--- config.mk ---
export PLATFORM = sky130hd
export DESIGN_NAME = vga_controller
export DESIGN_NICKNAME = d
export VERILOG_FILES = /design/src/rtl/vga_pkg.sv /design/src/rtl/vga_controller_scan_delay.sv /design/src/rtl/vga_controller.sv
export SDC_FILE = /design/constraint.sdc
export NUM_CORES = 1
export LEC_CHECK = 0
export BUFFER_PORTS_ARGS = -buffer_cell sky130_fd_sc_hd__buf_4
export CORE_ASPECT_RATIO = 1.4
export CORE_UTILIZATION = 55
export CTS_CLUSTER_DIAMETER = 200
export DETAILED_ROUTE_END_ITERATION = 12
export GPL_ROUTABILITY_DRIVEN = 0
export PLACE_DENSITY_LB_ADDON = 0.2
export SYNTH_ARGS = -nofsm -noshare
export SYNTH_HDL_FRONTEND = slang
export SYNTH_SLANG_ARGS = --single-unit
export TNS_END_PERCENT = 100
--- constraint.sdc ---
create_clock -name clk -period 3 [get_ports clk]
set_input_delay 0.75 -clock clk [delete_from_list [all_inputs] [get_ports clk]]
set_output_delay 0.75 -clock clk [all_outputs]
set_load 0.005 [all_outputs]
--- src/rtl/vga_pkg.sv ---
// Shared constants and types for the VGA scan-out stage: default 640x480@60
// geometry, counter width, and the per-pixel control word that travels
// alongside the memory request.
package vga_pkg;

  localparam int CNT_W = 10;

  localparam int H_TOTAL      = 640 + 16 + 96 + 48;
  localparam int V_TOTAL      = 480 + 10 + 2 + 33;
  localparam int H_SYNC_START = 640 + 16;
  localparam int H_SYNC_END   = 640 + 16 + 96;
  localparam int V_SYNC_START = 480 + 10;
  localparam int V_SYNC_END   = 480 + 10 + 2;

  typedef struct packed {
    logic visible;
    logic in_window;
    logic hsync_n;
    logic vsync_n;
    logic first;
  } scan_ctrl_t;

  // Blanked, sync-inactive control word used for reset and pipeline clear.
  localparam scan_ctrl_t SCAN_IDLE = '{visible: 1'b0, in_window: 1'b0,
                                       hsync_n: 1'b1, vsync_n: 1'b1,
                                       first: 1'b0};

  // Half-open interval test lo <= value < hi on counter-width values.
  function automatic logic in_range(input logic [CNT_W-1:0] value,
                                    input logic [CNT_W-1:0] lo,
                                    input logic [CNT_W-1:0] hi);
    return (value >= lo) && (value < hi);
  endfunction

endpackage

--- src/rtl/vga_controller_scan_delay.sv ---
// Depth-N shift register of scan control words. Holds the sync/blank/window
// flags back while the memory fetches the pixel so they reach the output
// stage together with the returned data. DEPTH must be at least 1.
module scan_delay
  import vga_pkg::*;
#(
  parameter int DEPTH = 1
) (
  input  logic       clk,
  input  logic       clr,
  input  scan_ctrl_t din,
  output scan_ctrl_t dout
);

  scan_ctrl_t stage_r [DEPTH];

  // Shift control words one stage per cycle; clear to the idle word.
  always_ff @(posedge clk) begin
    if (clr) begin
      for (int i = 0; i < DEPTH; i++) begin
        stage_r[i] <= SCAN_IDLE;
      end
    end else begin
      stage_r[0] <= din;
      for (int i = 1; i < DEPTH; i++) begin
        stage_r[i] <= stage_r[i-1];
      end
    end
  end

  assign dout = stage_r[DEPTH-1];

endmodule

--- src/rtl/vga_controller.sv ---
// VGA scan-out: timing counters, image-window address generation into the
// GPU read port, and grayscale-to-RGB output aligned with the syncs.
// Latency from counter value to outputs is 2 + MEM_LATENCY cycles.
module vga_controller
  import vga_pkg::*;
#(
  parameter int H_VISIBLE   = 640,
  parameter int H_FRONT     = 16,
  parameter int H_SYNC      = 96,
  parameter int H_BACK      = 48,
  parameter int V_VISIBLE   = 480,
  parameter int V_FRONT     = 10,
  parameter int V_SYNC      = 2,
  parameter int V_BACK      = 33,
  parameter int IMG_W       = 256,
  parameter int IMG_H       = 256,
  parameter int IMG_X0      = 192,
  parameter int IMG_Y0      = 112,
  parameter int MEM_LATENCY = 1
) (
  input  logic        clk,
  input  logic        rst,
  input  logic        buffer_select,
  input  logic [7:0]  gpu_out,
  output logic        gpu_sel,
  output logic [31:0] gpu_address,
  output logic        hsync,
  output logic        vsync,
  output logic        blank_n,
  output logic [7:0]  red,
  output logic [7:0]  green,
  output logic [7:0]  blue,
  output logic        frame_start
);

  localparam int PAD_W = 32 - CNT_W;

  localparam logic [CNT_W-1:0] ONE_C    = CNT_W'(1);
  localparam logic [CNT_W-1:0] H_LAST_C = CNT_W'(H_VISIBLE + H_FRONT + H_SYNC + H_BACK - 1);
  localparam logic [CNT_W-1:0] V_LAST_C = CNT_W'(V_VISIBLE + V_FRONT + V_SYNC + V_BACK - 1);
  localparam logic [CNT_W-1:0] H_VIS_C  = CNT_W'(H_VISIBLE);
  localparam logic [CNT_W-1:0] V_VIS_C  = CNT_W'(V_VISIBLE);
  localparam logic [CNT_W-1:0] HS_LO_C  = CNT_W'(H_VISIBLE + H_FRONT);
  localparam logic [CNT_W-1:0] HS_HI_C  = CNT_W'(H_VISIBLE + H_FRONT + H_SYNC);
  localparam logic [CNT_W-1:0] VS_LO_C  = CNT_W'(V_VISIBLE + V_FRONT);
  localparam logic [CNT_W-1:0] VS_HI_C  = CNT_W'(V_VISIBLE + V_FRONT + V_SYNC);
  localparam logic [CNT_W-1:0] X0_C     = CNT_W'(IMG_X0);
  localparam logic [CNT_W-1:0] X1_C     = CNT_W'(IMG_X0 + IMG_W);
  localparam logic [CNT_W-1:0] Y0_C     = CNT_W'(IMG_Y0);
  localparam logic [CNT_W-1:0] Y1_C     = CNT_W'(IMG_Y0 + IMG_H);
  localparam logic [31:0]      IMG_W_C  = 32'(IMG_W);

  logic [CNT_W-1:0] hcount_r;
  logic [CNT_W-1:0] vcount_r;
  logic             h_last_s;
  logic             v_last_s;
  logic             visible_s;
  logic             win_s;
  logic [CNT_W-1:0] rel_x_s;
  logic [CNT_W-1:0] rel_y_s;
  logic [31:0]      addr_s;
  scan_ctrl_t       ctrl_s;
  scan_ctrl_t       ctrl_r;
  scan_ctrl_t       ctrl_d_s;
  logic [7:0]       pixel_s;

  assign h_last_s = (hcount_r == H_LAST_C);
  assign v_last_s = (vcount_r == V_LAST_C);

  // Stage 0: free-running pixel/line counters, wrapping at frame end.
  always_ff @(posedge clk) begin
    if (rst) begin
      hcount_r <= '0;
      vcount_r <= '0;
    end else if (h_last_s) begin
      hcount_r <= '0;
      vcount_r <= v_last_s ? '0 : (vcount_r + ONE_C);
    end else begin
      hcount_r <= hcount_r + ONE_C;
      vcount_r <= vcount_r;
    end
  end

  // Decode the current scan position into control flags and image address.
  always_comb begin
    visible_s = (hcount_r < H_VIS_C) && (vcount_r < V_VIS_C);
    win_s     = visible_s && in_range(hcount_r, X0_C, X1_C)
                          && in_range(vcount_r, Y0_C, Y1_C);
    rel_x_s   = hcount_r - X0_C;
    rel_y_s   = vcount_r - Y0_C;
    ctrl_s           = SCAN_IDLE;
    ctrl_s.visible   = visible_s;
    ctrl_s.in_window = win_s;
    ctrl_s.hsync_n   = !in_range(hcount_r, HS_LO_C, HS_HI_C);
    ctrl_s.vsync_n   = !in_range(vcount_r, VS_LO_C, VS_HI_C);
    ctrl_s.first     = (hcount_r == '0) && (vcount_r == '0);
    if (win_s) begin
      addr_s = ({{PAD_W{1'b0}}, rel_y_s} * IMG_W_C) + {{PAD_W{1'b0}}, rel_x_s};
    end else begin
      addr_s = 32'd0;
    end
  end

  // Stage 1: register memory address and control; latch buffer select only
  // at the frame wrap so a frame is always read from a single buffer.
  always_ff @(posedge clk) begin
    if (rst) begin
      gpu_address <= 32'd0;
      ctrl_r      <= SCAN_IDLE;
      gpu_sel     <= 1'b0;
    end else begin
      gpu_address <= addr_s;
      ctrl_r      <= ctrl_s;
      if (h_last_s && v_last_s) begin
        gpu_sel <= buffer_select;
      end else begin
        gpu_sel <= gpu_sel;
      end
    end
  end

  scan_delay #(
    .DEPTH (MEM_LATENCY)
  ) u_scan_delay (
    .clk  (clk),
    .clr  (rst),
    .din  (ctrl_r),
    .dout (ctrl_d_s)
  );

  // Select the memory byte inside the image window, black elsewhere.
  always_comb begin
    if (ctrl_d_s.in_window) begin
      pixel_s = gpu_out;
    end else begin
      pixel_s = 8'h00;
    end
  end

  // Output stage: register colour, syncs and flags together.
  always_ff @(posedge clk) begin
    if (rst) begin
      red         <= 8'h00;
      green       <= 8'h00;
      blue        <= 8'h00;
      hsync       <= 1'b1;
      vsync       <= 1'b1;
      blank_n     <= 1'b0;
      frame_start <= 1'b0;
    end else begin
      red         <= pixel_s;
      green       <= pixel_s;
      blue        <= pixel_s;
      hsync       <= ctrl_d_s.hsync_n;
      vsync       <= ctrl_d_s.vsync_n;
      blank_n     <= ctrl_d_s.visible;
      frame_start <= ctrl_d_s.first;
    end
  end

endmodule
; ---- Word level (Yosys, flattened, before mapping)
; Memory sizes are Yosys's and may differ from the RTL's.
; Index checks and enable logic that the tools add are counted.
[word_totals]
memories = 1
out_inout_bits = 61
input_bits = 11
reg_bits = 70
mem_bits_rw = 5
[classes]
mux = 6
n_eq_ne = 2
bitwise = 2
n_reduce_logical = 17
addsub = 5
n_lt_le_gt_ge = 10
[memory_table]
columns = memory, words, word_bits, read_ports, rd_clocked_by_memory_dff, wr, line
row1 = u_scan_delay.stage_r, 1, 5, 1, 0, 1, vga_controller_scan_delay.sv:15  ; scan_ctrl_t stage_r [DEPTH];
[ops]
columns = operator, count
row1 = 10-bit by 9-bit less-than comparator with 1-bit output (second input constant), 4
row2 = 10-bit by 1-bit adder with 10-bit output (second input constant), 2
row3 = 10-bit == test (second input constant), 2
row4 = 10-bit logical NOT, 2
row5 = 10-bit less-than comparator (second input constant), 2
row6 = 18-bit by 10-bit adder with 19-bit output, 1
row7 = 10-bit >= comparator (second input constant), 1
row8 = 10-bit by 7-bit >= comparator with 1-bit output (second input constant), 1
row9 = 10-bit by 8-bit >= comparator with 1-bit output (second input constant), 1
row10 = 10-bit by 9-bit >= comparator with 1-bit output (second input constant), 1
row11 = 10-bit 2-to-1 mux, 1
row12 = 10-bit by 7-bit subtractor with 10-bit output (second input constant), 1
row13 = 10-bit by 8-bit subtractor with 10-bit output (second input constant), 1
row14 = 1-bit logical AND, 9
row15 = 2-bit OR reduction, 3
row16 = 5-bit 2-to-1 mux, 1
row17 = 5-bit OR reduction, 1
row18 = 1-bit 2-to-1 mux, 4
row19 = 1-bit logical NOT, 2
row20 = 1-bit inverter, 2

; ---- Logic depth before layout (Yosys ltp)
; Gate-level depths: netlist of the first run.
[depth]
word_depth = 6
ltp_mapped = 8

; ---- Hierarchy
; Synthesis of the first run repeated with hierarchy kept, for this count alone.
[unflattened]
cells_unflattened = 294
hier_area_um2 = 2748.9
[by_module_without_submodules]
columns = module, seq_area_each_um2, instances, area_per_inst_um2, cells_per_inst
row1 = vga_controller, 1141.1, 1, 2610.0, 284
row2 = scan_delay, 100.1, 1, 138.9, 10

; ---- Worst setup path after synthesis of the first run
; Ideal clock, no wire load.
[synth_path]
path_type = reg-to-reg
from = register hcount_r[6]
to = register vcount_r[9]
arrival_ns = 1.655
synth_period_minus_slack_ns = 1.776
path_stages_with_launch = 7
path_slack_ns = 1.224
path_cell_list = dfxtp_1 > inv_1 > ha_1 > nand4b_4 > nor4_1 > nand3_1 > mux2_4
[synth_between]
elab_chain_cells = 1
[synth_rtl]
columns = item, line
row1 = start: declaration, vga_controller.sv:53  ; logic [CNT_W-1:0] hcount_r;
row2 = start signal: assignment, vga_controller.sv:79  ; hcount_r <= hcount_r + ONE_C;
row3 = 10-bit == test, vga_controller.sv:67  ; assign h_last_s = (hcount_r == H_LAST_C);
row4 = end signal: assignment, vga_controller.sv:77  ; vcount_r <= v_last_s ? '0 : (vcount_r + ONE_C);
row5 = end signal: assignment, vga_controller.sv:80  ; vcount_r <= vcount_r;
row6 = end: declaration, vga_controller.sv:54  ; logic [CNT_W-1:0] vcount_r;
; No other way between the ends.
; A chain may end at the register's enable or synchronous reset.

; ---- Worst setup path in the final report of the first run
[layout_path]
from = register hcount_r[0]
to = register vcount_r[9]
; The elaborated chain is that of the path after synthesis.

==> results_dict.tcl, run 1 <==
set metrics [dict create \
    die_h_um 85.3 \
    fin_skew_ns 0.00529 \
    grt_pass1_vias 1807 \
    yosys-top-cells-area "dfxtp_1, buf_4, xnor2_1" \
    max_freq_mhz 504 \
    finalSetupViolCount 0 \
    pre_cts_slack_ns 0.791 \
    ios 72 \
    clock_path_buffers 2 \
    antenna_found_initial 0 \
    synthArstFlopShare 0 \
    synth_edf_count 0 \
    final_util 0.687 \
    switchingPower_uw 327 \
    critPathMaxStageDelay_ns 0.46 \
    ant_nets 0 \
    place_hpwl_mm 3.47 \
    layout-drive-gt1-share 0.252 \
    synth_top_area_cell "dfxtp_1" \
    synth_area_mm2 0.00272 \
    yosysMostFrequentCell "dfxtp_1" \
    ys_ff_latch 62 \
    viasPerCell 4.85 \
    cts_buffers 9 \
    area_growth_pct 17.2 \
    die_x_um 61.5 \
    fill_cells 390 \
    cp-end-kind "register" \
    synth_cells 285 \
    nets 350 \
    grt_use_total 0.213 \
    period_needed_ns 1.98 \
    synth_top_cell_area_share 0.456 \
    dr.pass1.iters 4 \
    grt_max_degree 20 \
    comb_power_share 0.026 \
    die-area_mm2 0.00524 \
    crit_slowest_cell "nor4_1" \
    clock-sinks 62 \
    io_buffers 58 \
    path_clk_slew_ns 0.06 \
    cts_resized 0 \
    crit_arrival_ns 2.21 \
    swShare 0.207 \
    cts_setup_buffers 0 \
    cp_max_fo 10 \
    syn_area_per_cell_um2 9.55 \
    clk_latency_ns 0.34 \
    yosys_warnings 0 \
    pwr-share-seq 0.532 \
    clock-root-buffer "clkbuf_8" \
    maxCapViolations 0 \
    start_util 0.586 \
    diodes 0 \
    worstPathRequired_ns 3.23 \
    drt_iter0_drc 71 \
    power.density_mw_per_mm2 494 \
    hold_class "reg2reg" \
    h-tree-depth 3 \
    grt_pass1_wl_mm 8.05 \
    yosys-top-cells-count "dfxtp_1, nor2_1, buf_4" \
    critical_path_class "reg2reg" \
    synth-seq-area-share 0.456 \
    synth_cell_types 36 \
    drc_errors 0 \
    cellLeakagePower_nw 1.34 \
    vdd_ir_drop_max_uv 419 \
    hold_viol 0 \
    cp-start-kind "register" \
    clkPwrFrac 0.442 \
    core_mm2 0.00464 \
    wl_mm 4.92 \
    grt_setup_unrepaired "false" \
    status "complete, no violations" \
    tightest_slew_ns 0.526 \
    grt.overflow.total 0 \
    synthFlopType "dfxtp_1" \
    row_count 29 \
    detail_route.wl_per_cell_um 12.5 \
    hold_buffers 0 \
    maxSlewHeadroom 0.648 \
    final_max_slew_viol_count 0 \
    fin_tns_setup_ns 0 \
    cp_cell_sequence "ha_1 -> nand4_4 -> nor4_1 -> nand3_1 -> mux2_4" \
    intPower_mw 1.25 \
    fin_ws_ns 1.02 \
    finalCritPeriodShare 0.662 \
    vias 1900 \
    cts_tree "done" \
]
## cells in the final DEF (no fill, tap or decap), types with 2 or more instances in the layout
cell type | netlist | final
conb_1 | 1 | 14
and2_1 | 15 | 15
o21ai_0 | 3 | 3
ha_1 | 12 | 12
buf_4 | 31 | 58
clkbuf_8 | 0 | 10
nand2_1 | 8 | 8
a21oi_1 | 5 | 5
clkinv_2 | 0 | 2
nor4_1 | 5 | 5
dfxtp_1 | 62 | 62
xnor2_1 | 24 | 24
or2_2 | 5 | 5
nor2_1 | 40 | 40
nor2b_1 | 8 | 8
nor4b_1 | 2 | 2
nor4bb_1 | 2 | 2
nand4_1 | 6 | 6
nor3_1 | 7 | 7
nand3_1 | 9 | 9
xor2_1 | 4 | 4
inv_1 | 13 | 13
## sequential cells by signal, indices dropped and copies added (netlist names)
register / count
blank_n: 1
blue: 8
ctrl_r: 5
frame_start: 1
gpu_address: 19
gpu_sel: 1
hcount_r: 10
hsync: 1
u_scan_delay.stage_r: 5
vcount_r: 10
vsync: 1
## metal layers
metal  track usage  up-vias  share of wire
li1              -      952              -
met1         0.232      863           0.40
met2         0.365       75           0.51
met3        0.0534       10          0.064
met4         0.113        0          0.023
met5             0        -              0
## critical path, delay by kind of cell, from the launching register on
family	cells	cell delay [ns]
fa+ha+maj	1	0.30
flops	1	0.41
simple gates	3	0.85
mux	1	0.31
## power by group through the flow
stage | Sequential (mW) | Clock, mW | Combinational, mW
after global placement | 0.857 | 0 | 0.0407
after CTS | 0.839 | 0.708 | 0.0416
after global routing | 0.839 | 0.751 | 0.0480
after detailed placement | 0.857 | 0 | 0.0413
after floorplan | 0.854 | 0 | 0.0397
final | 0.839 | 0.697 | 0.0413
## final timing paths
path                               from           to  slack (ns)  depth (start not counted)
max                         hcount_r[0]  vcount_r[9]        1.02                          5
min          u_scan_delay.stage_r[0][1]        vsync        0.41                          1
max reg2reg                 hcount_r[0]  vcount_r[9]        1.02                          5
min reg2reg  u_scan_delay.stage_r[0][1]        vsync        0.41                          1
## final cells by class
| cell class | count | area [um2] | share of cell area |
|---|---|---|---|
| clock buffer | 11 | 141 | 0.0443 |
| clock inverter | 4 | 47.5 | 0.0149 |
| inverter | 13 | 48.8 | 0.0153 |
| multi-input combinational | 182 | 1200 | 0.376 |
| sequential | 62 | 1240 | 0.389 |
| tap | 62 | 77.6 | 0.0243 |
| timing repair buffer | 58 | 435 | 0.136 |
## kinds of logic after synthesis
| group | Yosys count | share of synthesized area |
|---|---|---|
| other cells | 1 | 0.00138 |
| fa+ha+maj | 13 | 0.0625 |
| compound gates | 9 | 0.0175 |
| flops | 62 | 0.456 |
| mux | 2 | 0.00919 |
| buf+inv | 54 | 0.122 |
| simple gates | 116 | 0.242 |
| xor+xnor | 28 | 0.0901 |
## stage by stage
stage | hold WS (ns) | instance area [um2] | total power, mW | instances
finish | 0.410 | 3190 | 1.58 | 392
floorplan | 0.389 | 2770 | 0.894 | 298
CTS | 0.412 | 3190 | 1.59 | 392
global route | 0.425 | 3190 | 1.64 | 392
global placement | 0.392 | 3000 | 0.897 | 377
detailed placement | 0.396 | 3000 | 0.898 | 377
Note: power is estimated with default switching activity, not from simulation.
==> run 2, diff against run 1 <==
--- a/config.mk
+++ b/config.mk
@@ -7,7 +7,7 @@
 export LEC_CHECK = 0
 export BUFFER_PORTS_ARGS = -buffer_cell sky130_fd_sc_hd__buf_4
 export CORE_ASPECT_RATIO = 1.4
-export CORE_UTILIZATION = 55
+export CORE_UTILIZATION = 52
 export CTS_CLUSTER_DIAMETER = 200
 export DETAILED_ROUTE_END_ITERATION = 12
 export GPL_ROUTABILITY_DRIVEN = 0
==> constraint.sdc (replaced) <==
create_clock -name clk -period 1.99 [get_ports clk]
set_input_delay 0.4975 -clock clk [delete_from_list [all_inputs] [get_ports clk]]
set_output_delay 0.4975 -clock clk [all_outputs]
set_load 0.005 [all_outputs]
==> results_dict.tcl, run 2 (synthesized netlist as in run 1, its figures left out) <==
set metrics [dict create \
    cellLeakagePower_nw 1.42 \
    place_hpwl_mm 3.75 \
    power_mw 2.39 \
    crit_arrival_ns 2.10 \
    ant_nets 0 \
    power.density_mw_per_mm2 719 \
    rr_worst_depth 5 \
    most-common-layout-cells "buf_4, dfxtp_1, nor2_1, xnor2_1, and2_1" \
    clock-root-buffer "clkbuf_8" \
    die_x_um 63.2 \
    die-area_mm2 0.00553 \
    fin_skew_ns 0.00590 \
    cts_resized 0 \
    grt_setup_unrepaired "false" \
    max_freq_mhz 534 \
    grt_pass1_vias 1898 \
    finalCritPeriodShare 0.940 \
    clock_path_buffers 2 \
    grt.overflow.total 0 \
    cp-end-kind "register" \
    layout_commonest_cell "buf_4" \
    clock-sinks 62 \
    period_needed_ns 1.87 \
    min_path_cells 2 \
    hold_end "blue[2]" \
    wl_mm 5.15 \
    grt_max_degree 18 \
    die_h_um 87.6 \
    worstPathRequired_ns 2.22 \
    clk_latency_ns 0.33 \
    io_buffers 58 \
    status "complete, no violations" \
    cp-start-kind "register" \
    drc_errors 0 \
    reg2reg_slack_ns 0.12 \
    antenna_found_initial 0 \
    hold_viol 0 \
    diodes 0 \
    finalSetupViolCount 0 \
    nets 365 \
    cts_setup_buffers 0 \
    vdd_ir_drop_max_uv 503 \
    critical_path_class "reg2reg" \
    dr.pass1.iters 4 \
    cts_buffers 9 \
    regMostFlops "gpu_address" \
    hold_class "in2reg" \
    row_count 30 \
    area_growth_pct 21.8 \
    layout-drive-gt1-share 0.296 \
    hp-start "gpu_out[2]" \
    start_util 0.549 \
    path_clk_slew_ns 0.07 \
    cp_max_fo 5 \
    detail_route.wl_per_cell_um 12.6 \
    grt_use_total 0.203 \
    viasPerCell 4.88 \
    drt_iter0_drc 53 \
    maxCapViolations 0 \
    core_mm2 0.00495 \
    grt_pass1_wl_mm 8.48 \
    r2r_end "vcount_r[9]" \
    h-tree-depth 3 \
    largest_reg_flops 19 \
    r2r_start "hcount_r[0]" \
    ios 72 \
    hold_buffers 0 \
    cts_tree "done" \
    top_regs "gpu_address x19, hcount_r x10, vcount_r x10" \
    final_max_slew_viol_count 0 \
    vias 1995 \
    fin_tns_setup_ns 0 \
]
run 2: metrics by stage:
stage	util	cells	hold slack, ns	instance area (um2)	setup WS [ns]
after floorplan	-	298	0.389	2770	0.214
after global placement	0.629	394	0.391	3120	0.150
after detailed placement	0.629	394	0.396	3120	0.0935
after CTS	0.667	409	0.350	3310	0.0810
after global routing	0.669	409	0.354	3320	0.0145
final	0.669	409	0.362	3320	0.119
run 2: final cells by class:
cell class / count / area [um2]
flip-flops and latches: 62 / 1240
inverters: 13 / 48.8
well taps: 64 / 80.1
clock inverters: 4 / 47.5
repair buffers: 73 / 548
clock buffers: 11 / 141
fillers: 427 / 1640
multi-input cells: 182 / 1210
run 2: critical path, stage by stage, from the launching register on:
cell and delay (ns):
dfxtp_1 0.41, ha_1 0.29, nand4_4 0.19, nor4_1 0.40
nand3_1 0.16, mux2_4 0.31
run 2: routing by layer:
metal | track usage | part of all wire | vias up
li1 | - | - | 988
met1 | 0.215 | 0.42 | 919
met2 | 0.359 | 0.49 | 78
met3 | 0.0742 | 0.072 | 10
met4 | 0.0888 | 0.019 | 0
met5 | 0 | 0 | -
run 2: power by group:
part	internal [mW]	leakage, nW	switching [mW]
Clock	0.601	0.0952	0.453
Combinational	0.0332	0.823	0.0344
Sequential	1.25	0.503	0.00988
run 2: worst max-delay path by stage:
stage                 from               to  slack, ns  cells after the start
2_1_floorplan  hcount_r[6]      vcount_r[9]       0.21                      6
3_3_place_gp   hcount_r[0]      vcount_r[9]       0.15                      5
3_5_place_dp   vcount_r[4]      vcount_r[4]       0.09                      6
4_1_cts        vcount_r[4]      vcount_r[4]       0.08                      6
5_1_grt        hcount_r[8]  gpu_address[15]       0.01                      7
6_report       hcount_r[0]      vcount_r[9]       0.12                      5
==> run 3, diff against run 2 <==
--- a/config.mk
+++ b/config.mk
@@ -5,13 +5,15 @@
 export SDC_FILE = /design/constraint.sdc
 export NUM_CORES = 1
 export LEC_CHECK = 0
+export ABC_AREA = 1
 export BUFFER_PORTS_ARGS = -buffer_cell sky130_fd_sc_hd__buf_4
 export CORE_ASPECT_RATIO = 1.4
-export CORE_UTILIZATION = 52
+export CORE_UTILIZATION = 53
 export CTS_CLUSTER_DIAMETER = 200
 export DETAILED_ROUTE_END_ITERATION = 12
 export GPL_ROUTABILITY_DRIVEN = 0
 export PLACE_DENSITY_LB_ADDON = 0.2
+export REMOVE_ABC_BUFFERS = 1
 export SYNTH_ARGS = -nofsm -noshare
 export SYNTH_HDL_FRONTEND = slang
 export SYNTH_SLANG_ARGS = --single-unit
==> results_dict.tcl, run 3 <==
set metrics [dict create \
    h-tree-depth 3 \
    synth_area_mm2 0.00298 \
    vias 2452 \
    largest_reg_flops 19 \
    clock-sinks 62 \
    cts_setup_buffers 0 \
    start_util 0.565 \
    wl_mm 6.00 \
    worstPathRequired_ns 2.22 \
    die-area_mm2 0.00593 \
    drc_errors 0 \
    hold_buffers 0 \
    clk_latency_ns 0.34 \
    clock_path_buffers 2 \
    viasPerCell 4.87 \
    drt_iter0_drc 84 \
    cp-start-kind "register" \
    grt_max_degree 18 \
    die_x_um 65.4 \
    power.density_mw_per_mm2 650 \
    synthArstFlopShare 0 \
    hold_viol 0 \
    crit_arrival_ns 2.10 \
    grt_pass1_vias 2217 \
    layout_commonest_cell "buf_4" \
    path_clk_slew_ns 0.07 \
    ios 72 \
    most-common-layout-cells "buf_4, nand2_1, dfxtp_1, inv_1, nor2_1" \
    status "complete, no violations" \
    area_growth_pct 18.2 \
    synth_top_cell_area_share 0.417 \
    finalCritPeriodShare 0.937 \
    min_path_cells 3 \
    vdd_ir_drop_max_uv 533 \
    regMostFlops "gpu_address" \
    use_met1 0.221 \
    comb_power_share 0.031 \
    final_util 0.667 \
    yosysMostFrequentCell "nand2_1" \
    grt_setup_unrepaired "true" \
    synth_fa_ha_area_frac 0.0571 \
    layout-drive-gt1-share 0.272 \
    clock-root-buffer "clkbuf_8" \
    ys_ff_latch 62 \
    synth_simple_gate_area_share 0.301 \
    dr.pass1.iters 4 \
    fin_tns_setup_ns 0 \
    core_mm2 0.00528 \
    synth_cells 378 \
    yosys-top-cells-area "dfxtp_1, nand2_1, buf_4" \
    swShare 0.241 \
    intPower_mw 1.74 \
    switchingPower_uw 551 \
    synth-seq-area-share 0.417 \
    rr_worst_depth 7 \
    place_hpwl_mm 4.64 \
    yosys-top-cells-count "nand2_1, dfxtp_1, inv_1" \
    synth_top_area_cell "dfxtp_1" \
    cellLeakagePower_nw 1.67 \
    ant_nets 0 \
    final_max_slew_viol_count 0 \
    synth_compound_area_frac 0.0399 \
    nets 457 \
    synth_xor_area_frac 0.0265 \
    maxCapViolations 0 \
    synth_cell_types 31 \
    diodes 0 \
    finalSetupViolCount 0 \
    muxShareOfSynthArea 0 \
    cts_buffers 9 \
    clkPwrFrac 0.418 \
    cp_max_fo 5 \
    grt_use_total 0.218 \
    grt_use_met2 0.374 \
    pwr-share-seq 0.551 \
    synth_edf_count 0 \
    syn_area_per_cell_um2 7.88 \
    cp-end-kind "register" \
    grt.overflow.total 0 \
    synth_top_family_by_area "simple AND/OR/NAND/NOR gates" \
    io_buffers 58 \
    grt_busiest_layer "met2" \
    critical_path_class "reg2reg" \
    row_count 31 \
    top_regs "gpu_address x19, hcount_r x10, vcount_r x10" \
    fin_skew_ns 0.00827 \
    grtUsageMet3 0.0631 \
    die_h_um 90.7 \
    max_freq_mhz 536 \
    yosys_warnings 0 \
    period_needed_ns 1.86 \
    cts_tree "done" \
    grt_pass1_wl_mm 9.80 \
    power_mw 2.29 \
    detail_route.wl_per_cell_um 11.9 \
    antenna_found_initial 0 \
    synthFlopType "dfxtp_1" \
    hold_class "in2reg" \
]
[run 3: path summary, 6_finish.rpt]
check                                  from                    endpoint  slack (ns)
worst min-delay path             gpu_out[4]                     blue[4]        0.37
worst min register to register    ctrl_r[4]  u_scan_delay.stage_r[0][4]        0.40
worst max-delay path            hcount_r[7]             gpu_address[14]        0.13
worst max register to register  hcount_r[7]             gpu_address[14]        0.13
[run 3: final cells by class]
| cell class | instances | area [um2] |
|---|---|---|
| clock inverters | 7 | 50.0 |
| well taps | 66 | 82.6 |
| inverters | 56 | 210 |
| multi-input cells | 239 | 1330 |
| fillers | 474 | 1750 |
| flip-flops and latches | 62 | 1240 |
| repair buffers | 65 | 488 |
| clock buffers | 9 | 124 |
[run 3: layer usage]
layer,vias to the layer above,share of wire
met5,-,0
met4,0,0.044
met3,23,0.074
met2,102,0.51
met1,1091,0.37
li1,1236,-
[run 3: kinds of logic (layout without fill, tap and decap cells)]
family / count (synthesis) / after routing
compound gates: 22 / 22
xor+xnor: 9 / 9
fa+ha+maj: 13 / 13
buf+inv: 90 / 137
flops: 62 / 62
other cells: 1 / 14
simple gates: 181 / 181
[run 3: power groups by stage]
stage	Combinational, mW	Clock [mW]	Sequential, mW
after detailed placement	0.0718	0	1.29
after global placement	0.0694	0	1.29
after CTS	0.0722	0.983	1.26
after floorplan	0.0378	0	1.29
final	0.0719	0.955	1.26
after global routing	0.0813	1.05	1.26
[run 3: timing repair]
item	in CTS	in global routing
resized for setup	0	3
hold endpoints to repair	0	0
endpoints found under the setup margin	0	5
[run 3: through the flow]
stage | hold WS (ns) | instance area, um2 | instances | setup slack [ns]
6_report | 0.369 | 3520 | 504 | 0.126
5_1_grt | 0.367 | 3520 | 504 | 0.00287
4_1_cts | 0.365 | 3510 | 504 | 0.0257
3_5_place_dp | 0.395 | 3340 | 488 | 0.0403
3_3_place_gp | 0.389 | 3340 | 488 | 0.139
2_1_floorplan | 0.388 | 2770 | 357 | 0.136
[run 3: worst max-delay path, stage by stage (launching register included)]
cell	delay, ns
dfxtp_1	0.41
ha_2	0.25
xnor2_1	0.09
ha_1	0.22
fa_2	0.39
nand2_1	0.13
xor2_1	0.20
nor2_2	0.05
